**src/rtl/uart_tx_fifo_pkg.sv**
```systemverilog
// Shared definitions for the buffered UART transmitter: FSM states and frame constants.
package uart_tx_fifo_pkg;

    typedef enum logic [1:0] {
        ST_IDLE  = 2'd0,
        ST_START = 2'd1,
        ST_DATA  = 2'd2,
        ST_STOP  = 2'd3
    } tx_state_e;

    localparam int UART_DATA_BITS  = 8;
    localparam int UART_FRAME_BITS = 10;
    localparam int UART_MIN_DIV    = 2;

endpackage

```
**src/rtl/uart_tx_fifo_sync_fifo.sv**
```systemverilog
// Synchronous FIFO with occupancy count; a push while full is refused even if a pop coincides.
module sync_fifo #(
    parameter int DEPTH = 8,
    parameter int WIDTH = 8
) (
    input  logic                     clk,
    input  logic                     resetn,
    input  logic                     push,
    input  logic [WIDTH-1:0]         wdata,
    input  logic                     pop,
    output logic [WIDTH-1:0]         rdata,
    output logic                     full,
    output logic                     empty,
    output logic [$clog2(DEPTH):0]   level
);

    localparam int PW = $clog2(DEPTH);

    logic [WIDTH-1:0] mem [DEPTH];
    logic [PW-1:0]    wr_ptr;
    logic [PW-1:0]    rd_ptr;
    logic             do_push;
    logic             do_pop;

    assign full    = (level == (PW+1)'(DEPTH));
    assign empty   = (level == '0);
    assign do_push = push && !full;
    assign do_pop  = pop && !empty;
    assign rdata   = mem[rd_ptr];

    always_ff @(posedge clk) begin
        if (do_push) begin
            mem[wr_ptr] <= wdata;
        end
    end

    // Pointers are exactly PW bits wide, so they wrap modulo DEPTH on their own.
    always_ff @(posedge clk or negedge resetn) begin
        if (!resetn) begin
            wr_ptr <= '0;
            rd_ptr <= '0;
            level  <= '0;
        end else begin
            if (do_push) begin
                wr_ptr <= wr_ptr + PW'(1);
            end
            if (do_pop) begin
                rd_ptr <= rd_ptr + PW'(1);
            end
            case ({do_push, do_pop})
                2'b10:   level <= level + (PW+1)'(1);
                2'b01:   level <= level - (PW+1)'(1);
                default: level <= level;
            endcase
        end
    end

endmodule

```
**src/rtl/uart_tx_fifo.sv**
```systemverilog
// Buffered 8N1 UART transmitter: FIFO-fed serialiser with a latched per-frame bit period
// and a one-cycle pulse once the line has fully drained.
module uart_tx_fifo
    import uart_tx_fifo_pkg::*;
#(
    parameter int DEPTH     = 8,
    parameter int DIV_WIDTH = 32
) (
    input  logic                     clk,
    input  logic                     resetn,
    input  logic [DIV_WIDTH-1:0]     cfg_divider,
    input  logic [7:0]               tx_data,
    input  logic                     tx_valid,
    output logic                     tx_ready,
    output logic                     ser_tx,
    output logic                     busy,
    output logic [$clog2(DEPTH):0]   fifo_level,
    output logic                     irq_drained
);

    tx_state_e            state;
    tx_state_e            state_next;
    logic [DIV_WIDTH-1:0] div_eff;
    logic [DIV_WIDTH-1:0] div_q;
    logic [DIV_WIDTH-1:0] cnt;
    logic [2:0]           bit_idx;
    logic [7:0]           shifter;
    logic [7:0]           fifo_rdata;
    logic                 fifo_full;
    logic                 fifo_empty;
    logic                 fifo_pop;
    logic                 start_frame;
    logic                 irq_set;
    logic                 avail_q;
    logic                 bit_end;

    sync_fifo #(
        .DEPTH (DEPTH),
        .WIDTH (8)
    ) u_fifo (
        .clk    (clk),
        .resetn (resetn),
        .push   (tx_valid),
        .wdata  (tx_data),
        .pop    (fifo_pop),
        .rdata  (fifo_rdata),
        .full   (fifo_full),
        .empty  (fifo_empty),
        .level  (fifo_level)
    );

    assign tx_ready = !fifo_full;
    assign busy     = (state != ST_IDLE) || !fifo_empty;
    assign div_eff  = (cfg_divider < DIV_WIDTH'(UART_MIN_DIV)) ? DIV_WIDTH'(UART_MIN_DIV) : cfg_divider;
    assign bit_end  = (cnt == '0);

    always_ff @(posedge clk or negedge resetn) begin
        if (!resetn) begin
            state <= ST_IDLE;
        end else begin
            state <= state_next;
        end
    end

    // IDLE waits on the registered availability flag, giving the two-edge enqueue-to-start latency.
    always_comb begin
        state_next  = state;
        fifo_pop    = 1'b0;
        start_frame = 1'b0;
        irq_set     = 1'b0;
        case (state)
            ST_IDLE: begin
                if (avail_q && !fifo_empty) begin
                    fifo_pop    = 1'b1;
                    start_frame = 1'b1;
                    state_next  = ST_START;
                end
            end
            ST_START: begin
                if (bit_end) begin
                    state_next = ST_DATA;
                end
            end
            ST_DATA: begin
                if (bit_end && (bit_idx == 3'(UART_DATA_BITS - 1))) begin
                    state_next = ST_STOP;
                end
            end
            ST_STOP: begin
                if (bit_end) begin
                    if (!fifo_empty) begin
                        fifo_pop    = 1'b1;
                        start_frame = 1'b1;
                        state_next  = ST_START;
                    end else begin
                        irq_set    = 1'b1;
                        state_next = ST_IDLE;
                    end
                end
            end
            default: state_next = ST_IDLE;
        endcase
    end

    always_ff @(posedge clk or negedge resetn) begin
        if (!resetn) begin
            ser_tx      <= 1'b1;
            irq_drained <= 1'b0;
            avail_q     <= 1'b0;
            div_q       <= DIV_WIDTH'(UART_MIN_DIV);
            cnt         <= '0;
            bit_idx     <= '0;
            shifter     <= '0;
        end else begin
            irq_drained <= irq_set;
            avail_q     <= !fifo_empty;
            if (start_frame) begin
                div_q   <= div_eff;
                cnt     <= div_eff - DIV_WIDTH'(1);
                shifter <= fifo_rdata;
                bit_idx <= '0;
                ser_tx  <= 1'b0;
            end else if (state != ST_IDLE) begin
                if (bit_end) begin
                    cnt <= div_q - DIV_WIDTH'(1);
                    case (state)
                        ST_START: begin
                            ser_tx  <= shifter[0];
                            shifter <= shifter >> 1;
                        end
                        ST_DATA: begin
                            if (bit_idx == 3'(UART_DATA_BITS - 1)) begin
                                ser_tx <= 1'b1;
                            end else begin
                                ser_tx  <= shifter[0];
                                shifter <= shifter >> 1;
                                bit_idx <= bit_idx + 3'd1;
                            end
                        end
                        default: ser_tx <= 1'b1;
                    endcase
                end else begin
                    cnt <= cnt - DIV_WIDTH'(1);
                end
            end
        end
    end

endmodule

```
**config.mk**
```make
export PLATFORM = sky130hd
export DESIGN_NAME = uart_tx_fifo
export DESIGN_NICKNAME = d
export VERILOG_FILES = /design/src/rtl/uart_tx_fifo_pkg.sv /design/src/rtl/uart_tx_fifo_sync_fifo.sv /design/src/rtl/uart_tx_fifo.sv
export SDC_FILE = /design/constraint.sdc
export NUM_CORES = 1
export LEC_CHECK = 0
export CORE_ASPECT_RATIO = 1.2
export CORE_MARGIN = 2
export CORE_UTILIZATION = 36
export DETAILED_ROUTE_END_ITERATION = 10
export PLACE_DENSITY_LB_ADDON = 0.08
export SLEW_MARGIN = 20
export SYNTH_ARGS = -nofsm -noshare
export SYNTH_HDL_FRONTEND = slang
export SYNTH_HIERARCHICAL = 1
export SYNTH_SLANG_ARGS = --single-unit
```
**constraint.sdc**
```tcl
create_clock -name clk -period 4.6 [get_ports clk]
set_input_delay 0.92 -clock clk [delete_from_list [all_inputs] [get_ports clk]]
set_output_delay 0.92 -clock clk [all_outputs]
set_load 0.005 [all_outputs]
```
; After elaboration in Yosys (flattened, before gate mapping)
; Memory sizes are Yosys's and may differ from the RTL's.
; Cells that the tools add are included.
[totals]
regBits = 90
mem_bits_rw = 64
in_bits = 43
out_inout_bits = 8
word_cells = 89
memories = 1
[op_classes]
n_addsub = 8
magnitude_cmp = 1
eq_ne = 13
mux = 35
n_reduce_logical = 20
[memory_table]
columns = memory, words, word_bits, rd, rd_ports_with_merged_regs, write_ports, line
row1 = u_fifo.mem, 8, 8, 1, 0, 1, uart_tx_fifo_sync_fifo.sv:19  ; logic [WIDTH-1:0] mem [DEPTH];
[ops]
columns = operator, count
row1 = 2-to-1 mux 32 bit, 4
row2 = "subtractor 32 x 1 -> 32 bit, second input constant", 3
row3 = logical NOT 32 bit, 1
row4 = "< comparator 32 x 2 -> 1 bit, second input constant", 1
row5 = 2-to-1 mux 8 bit, 4
row6 = case mux 8 bit (2 select lines), 1
row7 = 2-to-1 mux 3 bit, 5
row8 = 2-to-1 mux 1 bit, 13
row9 = AND reduction 4 bit, 3
row10 = nonzero test 2 bit, 5
row11 = "adder 3 x 1 -> 3 bit, second input constant", 3
row12 = 2-to-1 mux 2 bit, 4
row13 = "inequality test 2 bit, second input constant", 4
row14 = case mux 2 bit (4 select lines), 1
row15 = case mux 4 bit (2 select lines), 1
row16 = "== test 2 bit, second input constant", 3
row17 = "adder 4 x 1 -> 4 bit, second input constant", 1
row18 = "== test 2 x 1 -> 1 bit, second input constant", 2
row19 = "== test 4 bit, second input constant", 1
row20 = logical AND 1 bit, 4
row21 = logical NOT 4 bit, 1
row22 = case mux 1 bit (2 select lines), 2
row23 = "subtractor 4 x 1 -> 4 bit, second input constant", 1
row24 = "== test 3 bit, second input constant", 1
row25 = other kinds (7), 8

; Longest topological paths before layout
; Gate-level depths: netlist of run 1.
[depth]
word_depth = 8
ltp_mapped = 19
mapped_depth_nobuf = 16

; Hierarchy
; Netlist of run 1, hierarchy kept.
[modules_own_cells]
columns = module, instances, cells_each, area_per_inst_um2, seq_area_each_um2
row1 = uart_tx_fifo, 1, 672, 5462.7, 2004.4
row2 = sync_fifo, 1, 160, 3134.3, 2172.1

; Least setup slack after synthesis of run 1
; OpenSTA, ideal clock, no wires.
[synth_path]
path_kind = reg-to-reg
startpoint = register u_fifo.level[0]
endpoint = register cnt[26]
setup_ps = 124
t_arrival_ps = 4930
required_time_ps = 4476
slack_ps = -454
path_stages_with_launch = 18
path_buffers = 3
period_less_slack_ps = 5054
cell_sequence = dfrtp_1 -> nor4_1 -> or3b_4 -> buf_6 -> nor4_2 -> nor2_1 -> clkbuf_1 -> clkbuf_1 -> nor2_1 -> a21oi_1 -> ha_1 -> nor3b_1 -> nand2_1 -> a21oi_1 -> o32ai_1 -> or4_4 -> o21a_1 -> o31a_1
[synth_between]
elab_chain_len = 6
elab_cells_between_ends = 9
classes_between = mux: 5 / reduce/logical: 4
[synth_rtl]
columns = element, line
row1 = "start, declared", uart_tx_fifo_sync_fifo.sv:14  ; output logic [$clog2(DEPTH):0] level
row2 = "start signal, assigned", uart_tx_fifo_sync_fifo.sv:51  ; 2'b10: level <= level + (PW+1)'(1);
row3 = "start signal, assigned", uart_tx_fifo_sync_fifo.sv:52  ; 2'b01: level <= level - (PW+1)'(1);
row4 = "start signal, assigned", uart_tx_fifo_sync_fifo.sv:53  ; default: level <= level;
row5 = logical NOT 4 bit (*), uart_tx_fifo_sync_fifo.sv:26  ; assign empty = (level == '0);
row6 = via fifo_empty, uart_tx_fifo.sv:30  ; logic fifo_empty;
row7 = logical NOT 1 bit, uart_tx_fifo.sv:73  ; if (avail_q && !fifo_empty) begin
row8 = logical AND 1 bit, uart_tx_fifo.sv:73
row9 = 2-to-1 mux 1 bit, uart_tx_fifo.sv:73
row10 = case mux 1 bit (2 select lines) (*), uart_tx_fifo.sv:71  ; case (state)
row11 = 2-to-1 mux 32 bit or nonzero test 2 bit (tied branches), --
row12 = "end signal, assigned", uart_tx_fifo.sv:119  ; cnt <= div_eff - DIV_WIDTH'(1);
row13 = "end signal, assigned", uart_tx_fifo.sv:125  ; cnt <= div_q - DIV_WIDTH'(1);
row14 = "end signal, assigned", uart_tx_fifo.sv:143  ; cnt <= cnt - DIV_WIDTH'(1);
row15 = "end, declared", uart_tx_fifo.sv:25  ; logic [DIV_WIDTH-1:0] cnt;
; The timed path passes the listed nets; every way through them passes the cells marked *.
; A chain may end at the register's enable or synchronous reset.

; Worst setup path in the final report of run 1
[layout_path]
startpoint = input cfg_divider[9]
endpoint = register cnt[26]
[layout_between]
elab_chain_len = 4
[layout_rtl]
columns = element, line
row1 = "start, declared", uart_tx_fifo.sv:11  ; input logic [DIV_WIDTH-1:0] cfg_divider,
row2 = < comparator 32 x 2 -> 1 bit, uart_tx_fifo.sv:54  ; assign div_eff = (cfg_divider < DIV_WIDTH'(UART_MIN_DIV)) ? DIV_WIDTH'(UART_MIN_DIV) : cfg_divider;
row3 = 2-to-1 mux 32 bit (*), uart_tx_fifo.sv:54
row4 = subtractor 32 x 1 -> 32 bit (*), uart_tx_fifo.sv:119
row5 = 2-to-1 mux 32 bit (*), uart_tx_fifo.sv:117  ; if (start_frame) begin
; Mark *: on every way between the ends. The rest lies on a longest branch, timed or not.

==> results.md, run 1 <==
- The highest achievable clock rate is between 200 and 250 MHz.
- The leakage power is 4.12 nW.
- Counting I/O delays and the setup requirement, the final critical path takes around 4400 ps.
- The min-delay analysis places its worst path in the category flip-flop to flip-flop.
- The critical path's most frequent cell is a21oi_2.
- The signal on the critical path passes through clkdlybuf4s50_1 > or4_1 > or3_1 > nor4_1 > buf_4 > nor2_1 > a21oi_2 > ha_2 > nor3b_2 > nand4_1 > a21oi_2 > o32ai_2 > or4_4 > o21a_1 > o31a_1.
- The worst setup path is captured at a flip-flop.
- The power density over the cells is about 430 nW/µm².
- The via count of the first global-routing pass is 7070.
- During I/O placement, the number of pins put on the boundary was 51.
- The combinational fraction of design power is approximately a quarter.
- The first global-routing pass estimated 40.1 mm of wire.
- Entering global routing, the biggest net connects 79 pins.
- In this run, the number of DRC markers left after iteration 0 of detailed routing was around 540.
- The clock passes through at most 2 buffers.
- The critical path class is input port to flip-flop.
- The number of slew-limit violations in the final report is 0.
- Clock-pin slew was measured on the worst setup and hold paths at 70 ps.
- The number of cell rows is 61.
- The area growth from synthesis to layout is 21.8%.
- The die is 173 µm tall.
- The worst slew margin relative to its limit is 36.6%.
- Setup repair after global routing left no endpoint under its margin.
- Sequential cells account for 43.9% of the total power.
- The flow ran to the end, and the final reports show no timing, DRC or antenna violations.
- The full die area is 25100 µm².
- The synthesized design contains 64 enable-type register cells.
- The primary flip-flop cell chosen by synthesis mapping is dfrtp_1.
- The later pin in the worst-skew pair is clocked with a latency of 430 ps.
- The starting density of the core is 36.8%.
- Global routing used 20.4% of the available tracks.
- Across the run, the number of max-cap violations was 0.
- The internal power is between 0.002 and 0.003 W.
- The count of buffers inserted at the top-level ports is 50.
- In the synthesized netlist, the number of instances is between 800 and 900.
- Counting every net in the synthesized netlist gives approximately 890.
- The clock network accounts for 31.3% of the total power.
- The maximum level of the CTS H-tree is 4.
- The worst-path cell with the longest stage delay is or4_1.
- The count of nets left with antenna violations once routing finished came out at 0.
- The worst-margin pin slew is 951 ps.
- The wire length per cell is 20.3 µm.
- The final worst-path cycle share is 94.7%.
- Along the worst path, the maximum fanout reaches 4.
- Data arrives at the worst endpoint at roughly 4700 ps.
- The library cells used most frequently in the layout, excluding fill and tap cells, are nand2_1, dfrtp_1, nor2_1.
- The final layout contains slightly below 1000 nets.
- The average instance area after synthesis is approximately 10 µm².
- The first detailed-routing pass ran for 5 iterations.
- Of the cells placed in the final design, the portion with a size suffix greater than 1 is between 10% and 20%.
- The share of synthesized flip-flops with an asynchronous set or reset is 58.4%.
- The clock tree skew after final layout is 14.1 ps.
- After synthesis the cells add up to between 8000 and 9000 µm².
- The power dissipated by switching net loads is 0.00152 W.
- The width of the chip is between 100 and 150 µm.
- The sink count of the clock tree is between 150 and 200.
- Setup violations remaining at the end of the flow were counted as 0.
- The detailed-route vias per instance is 5.57.
- The root buffer cell chosen for the clock tree is clkbuf_16.
- The clock tree from TritonCTS is yes.
- The number of antenna violations at the first check in global routing is 0.
- The half-perimeter wire length after detailed placement is around 18 mm.
- The net switching fraction of the power is 33.8%.
- The final non-filler cell area is 10500 µm².
- The maximum ir drop on the vdd rail is 0.000227 V.
- The count of cell types in the netlist is between 80 and 90.
- In this design, the stage delay of the slowest critical-path cell is around 530 ps.
- The final route contains 6983 vias.
- At the worst endpoint, the required time is 4910 ps.
- Leaving out fill and tap cells, the most frequent cell in the layout is nand2_1.
- After synthesis the netlist holds a flip-flop and latch count of between 150 and 200.
- The total CTS buffers is 17.
- The global route total overflow is 0.
- The count of yosys warnings during synthesis is 6.
- The final number of hold-violating endpoints is 0.
- The routed wire length is 25.4 mm.
- Once placement finished, the instance area stood at slightly below 10000 µm².
- Once layout is complete, the utilization of the core stands at 44.8%.
- STA classifies the critical path startpoint as an input port.
- 0 antenna diodes ended up in the layout.
- In the routed design, unresolved DRC markers number 0.
- The area of the core region is 23400 µm².
- The sequential fraction of the synthesis area is between 40 and 50%.
- The routability-driven placement congestion ratio is a little under 0.9.
==> power groups by stage <==
stage                     Sequential [W]  Clock [W]  Combinational [W]
after floorplan                  0.00191          0           0.000714
after global placement           0.00198          0            0.00108
after detailed placement         0.00199          0            0.00111
after CTS                        0.00197    0.00144            0.00112
after global routing             0.00201    0.00151            0.00124
final                            0.00197    0.00141            0.00111
==> metal layers <==
| metal | vias to the layer above | share of wire, % | global-route usage, % |
|---|---|---|---|
| met4 | 0 | 2.8 | 7.35 |
| li1 | 3295 | - | - |
| met5 | - | 0 | 0 |
| met1 | 3485 | 42 | 25.1 |
| met2 | 163 | 52 | 36.4 |
| met3 | 40 | 3.5 | 2.84 |
==> Yosys cell counts, drive strengths merged (4+ instances only) <==
master,number,area share [%]
mux2i,14,1.6
nor3b,6,0.65
nand3b,5,0.44
a21o,9,0.79
dfrtp,88,26
or3,13,0.95
a22o,5,0.51
xor2,11,1.1
or4,4,0.39
a211oi,11,1.1
ha,13,1.9
o22ai,10,0.80
a2111oi,6,0.98
o22a,6,0.61
clkbuf,19,0.83
o21ai,48,2.8
o211ai,10,0.87
nor3,19,1.3
nand2b,6,0.44
nand2,153,6.8
and3,4,0.31
nand4,11,0.98
inv,16,0.70
xnor2,15,1.5
a21oi,36,2.1
nor2,76,3.3
nor4,25,2.3
o31a,4,0.41
buf,22,1.7
nand3,14,0.82
o32ai,4,0.41
edfxtp,64,22
a31oi,6,0.44
mux4,16,4.9
mux2,12,1.6
or2,4,0.29
==> worst max-delay path, delay by kind of cell <==
| family | cells | cell delay [ps] |
|---|---|---|
| simple gates | 7 | 1970 |
| compound gates | 5 | 940 |
| buf+inv | 2 | 610 |
| fa+ha+maj | 1 | 210 |
==> kinds of logic (layout without fill, tap and decap cells) <==
| family | after synthesis | count (layout) | share of synthesized area [%] |
|---|---|---|---|
| AND/OR/NAND/NOR | 353 | 353 | 20.3 |
| buffers and inverters | 57 | 164 | 3.25 |
| AO/OA/AOI/OAI | 186 | 186 | 15.0 |
| XOR/XNOR | 26 | 26 | 2.65 |
| adder cells (fa/ha/maj) | 14 | 14 | 2.12 |
| flip-flops | 154 | 154 | 48.6 |
| multiplexers | 42 | 42 | 8.09 |
==> registers in the layout, summed over array words and instances (netlist names), 2 cells and up <==
signal         cells
div_q             32
cnt               32
u_fifo/wr_ptr      3
u_fifo/mem        64
bit_idx            3
state              2
u_fifo/level       4
shifter            8
u_fifo/rd_ptr      3
==> layout make-up <==
cell class	count	area, µm²
flip-flops and latches	154	4180
multi-input cells	621	4230
inverters	16	60.1
clock buffers	17	425
repair buffers	116	1020
well taps	315	394
clock inverters	15	165
fillers	2230	12900
==> worst paths after layout <==
| path | from | end | slack [ps] | depth (start not counted) |
|---|---|---|---|---|
| min in group asynchronous | resetn | div_q[30]$_DFFE_PN0N_ | 610 | 1 |
| max in group asynchronous | resetn | ser_tx$_DFFE_PN1P_ | 3030 | 2 |
| min | div_q[31]$_DFFE_PN0N_ | div_q[31]$_DFFE_PN0N_ | 470 | 2 |
| max | cfg_divider[9] | cnt[26]$_DFFE_PN0P_ | 250 | 15 |
| max reg2reg | cnt[27]$_DFFE_PN0P_ | u_fifo/level[3]$_DFFE_PN0P_ | 410 | 13 |
| min reg2reg | div_q[31]$_DFFE_PN0N_ | div_q[31]$_DFFE_PN0N_ | 470 | 2 |
==> stage by stage <==
step	hold slack (ps)	instances	power, W	setup TNS, ps	worst slack (ps)
floorplan	433	832	0.00263	0	68.3
CTS	474	1253	0.00453	0	16.3
detailed placement	457	1221	0.00310	-4850	-689
finish	469	1254	0.00449	0	246
global route	505	1254	0.00475	0	34.6
global placement	459	1221	0.00306	-4520	-652
==> repair_timing <==
item                                   in CTS  in global routing
endpoints found under the hold margin       0                  0
gates cloned                                0                  0
resized for setup                           6                  2
setup endpoints to repair                   6                  6
pin swaps                                   0                  2
hold buffers                                0                  0
setup buffers                               0                  1
No activity file was read; power rests on OpenSTA's default activity.
==> run 2, diff against run 1 <==
--- a/config.mk
+++ b/config.mk
@@ -6,10 +6,10 @@
 export NUM_CORES = 1
 export LEC_CHECK = 0
 export CORE_ASPECT_RATIO = 1.2
-export CORE_MARGIN = 2
 export CORE_UTILIZATION = 36
 export DETAILED_ROUTE_END_ITERATION = 10
-export PLACE_DENSITY_LB_ADDON = 0.08
+export GPL_TIMING_DRIVEN = 0
+export PLACE_DENSITY = 0.54
 export SLEW_MARGIN = 20
 export SYNTH_ARGS = -nofsm -noshare
 export SYNTH_HDL_FRONTEND = slang
==> results.md, run 2 (same netlist as run 1, synthesis figures left out) <==
- Result of the run: complete, no violations (unchanged).
- The leakage power is 4.12 nW (about the same).
- The path class of the lowest-slack min-delay path is input port to async pin (was flip-flop to flip-flop).
- The share of cells above drive strength 1 came to 16.2% (was 17.1%).
- The remaining routing DRC violations is 0 (unchanged).
- The minimum clock period after layout is 4500 ps (was 4350 ps).
- The worst-margin pin slew was 797 ps (was 951 ps).
- The top register by number of flip-flops is u_fifo/mem (unchanged).
- The wire length per cell is 20.8 µm (was 20.3 µm).
- The area of the core region was 23300 µm² (was 23400 µm²).
- The critical path data arrival time is 4820 ps (was 4670 ps).
- The delay of the slowest cell on the worst path is 600 ps (was 530 ps).
- Critical path cell sequence: clkdlybuf4s50_1 > or4_1 > or3_1 > nor4_4 > nor2_1 > a21oi_2 > ha_4 > nor3b_4 > nand4_1 > a21oi_2 > o32ai_4 > or4_4 > o21a_1 > o31a_1 (was clkdlybuf4s50_1 > or4_1 > or3_1 > nor4_1 > buf_4 > nor2_1 > a21oi_2 > ha_2 > nor3b_2 > nand4_1 > a21oi_2 > o32ai_2 > or4_4 > o21a_1 > o31a_1).
- The overall via count from detail_route was 7085 (was 6983).
- The routed wire length is 26.0 mm (was 25.4 mm).
- The sequential standard cell area came to 4180 µm² (about the same).
- The most common cell after layout, fill and taps aside is nand2_1 (unchanged).
- The area added between synthesis and finish is 22.8% (was 21.8%).
- The via count of the first global-routing pass came to 7168 (was 7070).
- The kind of cell adding the most delay to the critical path is simple AND/OR/NAND/NOR gates (unchanged).
- The global router's overall resource usage is 22.6% (was 20.4%).
- The pin count of the biggest net entering global routing came to 50 (was 79).
- The startpoint of the most critical setup path is cfg_divider[22] (was cfg_divider[9]).
- The number of endpoints failing setup at the final stage is 0 (unchanged).
- Largest regs: u_fifo/mem (64), cnt (32), div_q (32) (unchanged).
- The remaining number of nets flagged by the antenna check after routing is 0 (unchanged).
- Most frequent cells in the layout: nand2_1, dfrtp_1, nor2_1 (unchanged).
- The full die area is 24500 µm² (was 25100 µm²).
- The number of max-cap violations is 0 (unchanged).
- The I/O pin count is 51 (unchanged).
- The sink count of the clock tree came to 154 (unchanged).
- The number of slew-limit violations in the final report is 0 (unchanged).
- The hold buffer count at CTS came to 0 (unchanged).
- The global-route wire length before repair is 41.0 mm (was 40.1 mm).
- The number of flip-flops in the largest register is 64 (unchanged).
- The root cell of the clock tree is clkbuf_16 (unchanged).
- The end-of-flow core utilization was 45.3% (was 44.8%).
- The clock tree skew after final layout is 14.0 ps (was 14.1 ps).
- The count of buffers inserted at the top-level ports was 50 (unchanged).
- The endpoint kind of the worst setup timing path was a flip-flop (unchanged).
- The sum of buffers and inverters on the critical path came to 1 (was 2).
- The critical path class is input port to flip-flop (unchanged).
- The worst slew margin relative to its limit came to 45.5% (was 36.6%).
- The vertical die dimension came to 171 µm (was 173 µm).
- The width of the chip is 143 µm (was 145 µm).
- The total power is 0.00453 W (was 0.00449 W).
- The starting density of the core came to 36.9% (was 36.8%).
- The highest achievable clock rate is 222 MHz (was 230 MHz).
- The maximum level of the CTS H-tree is 4 (unchanged).
- The power density over the cells is 429 nW/µm² (about the same).
- The maximum ir drop on the vdd rail is 0.000253 V (was 0.000227 V).
- The count of routing violations after the opening detailed-route iteration was 524 (was 541).
- The area of the multi-input gates is 4350 µm² (was 4230 µm²).
- The endpoint required time on the critical path is 4930 ps (was 4910 ps).
- The worst-path cell with the longest stage delay is or4_1 (unchanged).
- The clock tree buffer depth is 2 (unchanged).
- The routability-driven placement congestion ratio was 0.936 (was 0.866).
- The number of nets in the finished design is 981 (was 983).
- The half-perimeter wire length after detailed placement is 18.4 mm (was 17.6 mm).
- The number of cell rows is 61 (unchanged).
- The worst-path maximum fanout was 5 (was 4).
- The kind of start point of the critical path is an input port (unchanged).
- The first-pass detailed-route iteration total was 5 (unchanged).
- The clock tree from TritonCTS is yes (unchanged).
- The later-pin clock latency in the skew report came to 440 ps (was 430 ps).
- The number of antenna violations at the first check in global routing is 0 (unchanged).
- The count of antenna diodes in the layout came to 0 (unchanged).
- The critical path's most frequent cell is a21oi_2 (unchanged).
- The final worst-path cycle share is 97.8% (was 94.7%).
- The number of fill cells was 2208 (was 2230).
- The global route total overflow was 0 (unchanged).
- The detailed-route vias per instance is 5.66 (was 5.57).
- The final number of hold-violating endpoints is 0 (unchanged).
- The total CTS buffers is 17 (unchanged).
- The launch instance of the worst register-to-register path was state[0]$_DFFE_PN0P_ (was cnt[27]$_DFFE_PN0P_).
- The clock-pin transition on the worst setup and hold timing paths came to 80 ps (was 70 ps).
==> run 2: cell types whose count changed in the layout (fill, tap and decap cells not counted), moves of 3 or more <==
| cell | change |
|---|---|
| buf_1 | +3 |
| clkdlybuf4s50_1 | -3 |
| inv_6 | -3 |
| clkbuf_1 | +15 |
| nor4_4 | +4 |
| buf_6 | +4 |
| nor4_1 | -4 |
| buf_2 | +9 |
| buf_4 | -37 |
| ha_1 | -3 |
| clkinvlp_4 | -3 |
| clkinv_4 | +3 |
==> run 2: what timing repair did <==
| action | in CTS | in global routing |
|---|---|---|
| setup buffers | 16 | 9 |
| setup endpoints to repair | 16 | 13 |
| resized for setup | 35 | 16 |
| pin swaps | 7 | 6 |
| endpoints found under the hold margin | 0 | 0 |
==> run 2: per-stage QoR <==
stage	setup WS (ps)	setup TNS [ps]	hold WS (ps)	cells	cell area, µm²
global route	-40.1	-85.4	421	1252	10600
global placement	-1370	-111050	460	1197	9520
detailed placement	-1380	-14750	467	1198	9550
CTS	1.26	0	413	1244	10400
floorplan	68.3	0	433	832	8620
finish	103	0	406	1252	10600
==> run 2: final cells by class <==
class | count | area share [%]
multi-input cells | 621 | 41.2
flip-flops and latches | 154 | 39.6
repair buffers | 76 | 6.78
clock buffers | 17 | 4.03
well taps | 315 | 3.73
plain buffers | 38 | 2.28
clock inverters | 15 | 1.81
inverters | 16 | 0.569
==> run 2: worst paths after layout <==
path / endpoint / slack (ps) / cells after the start
max: cnt[26]$_DFFE_PN0P_ / 100 / 14
min: div_q[29]$_DFFE_PN0N_ / 410 / 1
min in group clk: div_q[28]$_DFFE_PN0N_ / 490 / 2
max in group asynchronous: ser_tx$_DFFE_PN1P_ / 3520 / 2
max reg2reg: cnt[26]$_DFFE_PN0P_ / 180 / 17
min reg2reg: div_q[28]$_DFFE_PN0N_ / 490 / 2
==> run 2: layer usage <==
metal | GRT usage (%) | wire length (µm)
met5 | 0 | 0
met4 | 12.6 | 1170
met3 | 3.84 | 1210
met2 | 38.6 | 12900
met1 | 26.9 | 10700
==> run 2: report_power, final <==
group,internal [W],total (W),switching [W]
clock network,0.000744,0.00146,0.000713
registers,0.00171,0.00200,0.000296
logic,0.000528,0.00107,0.000546
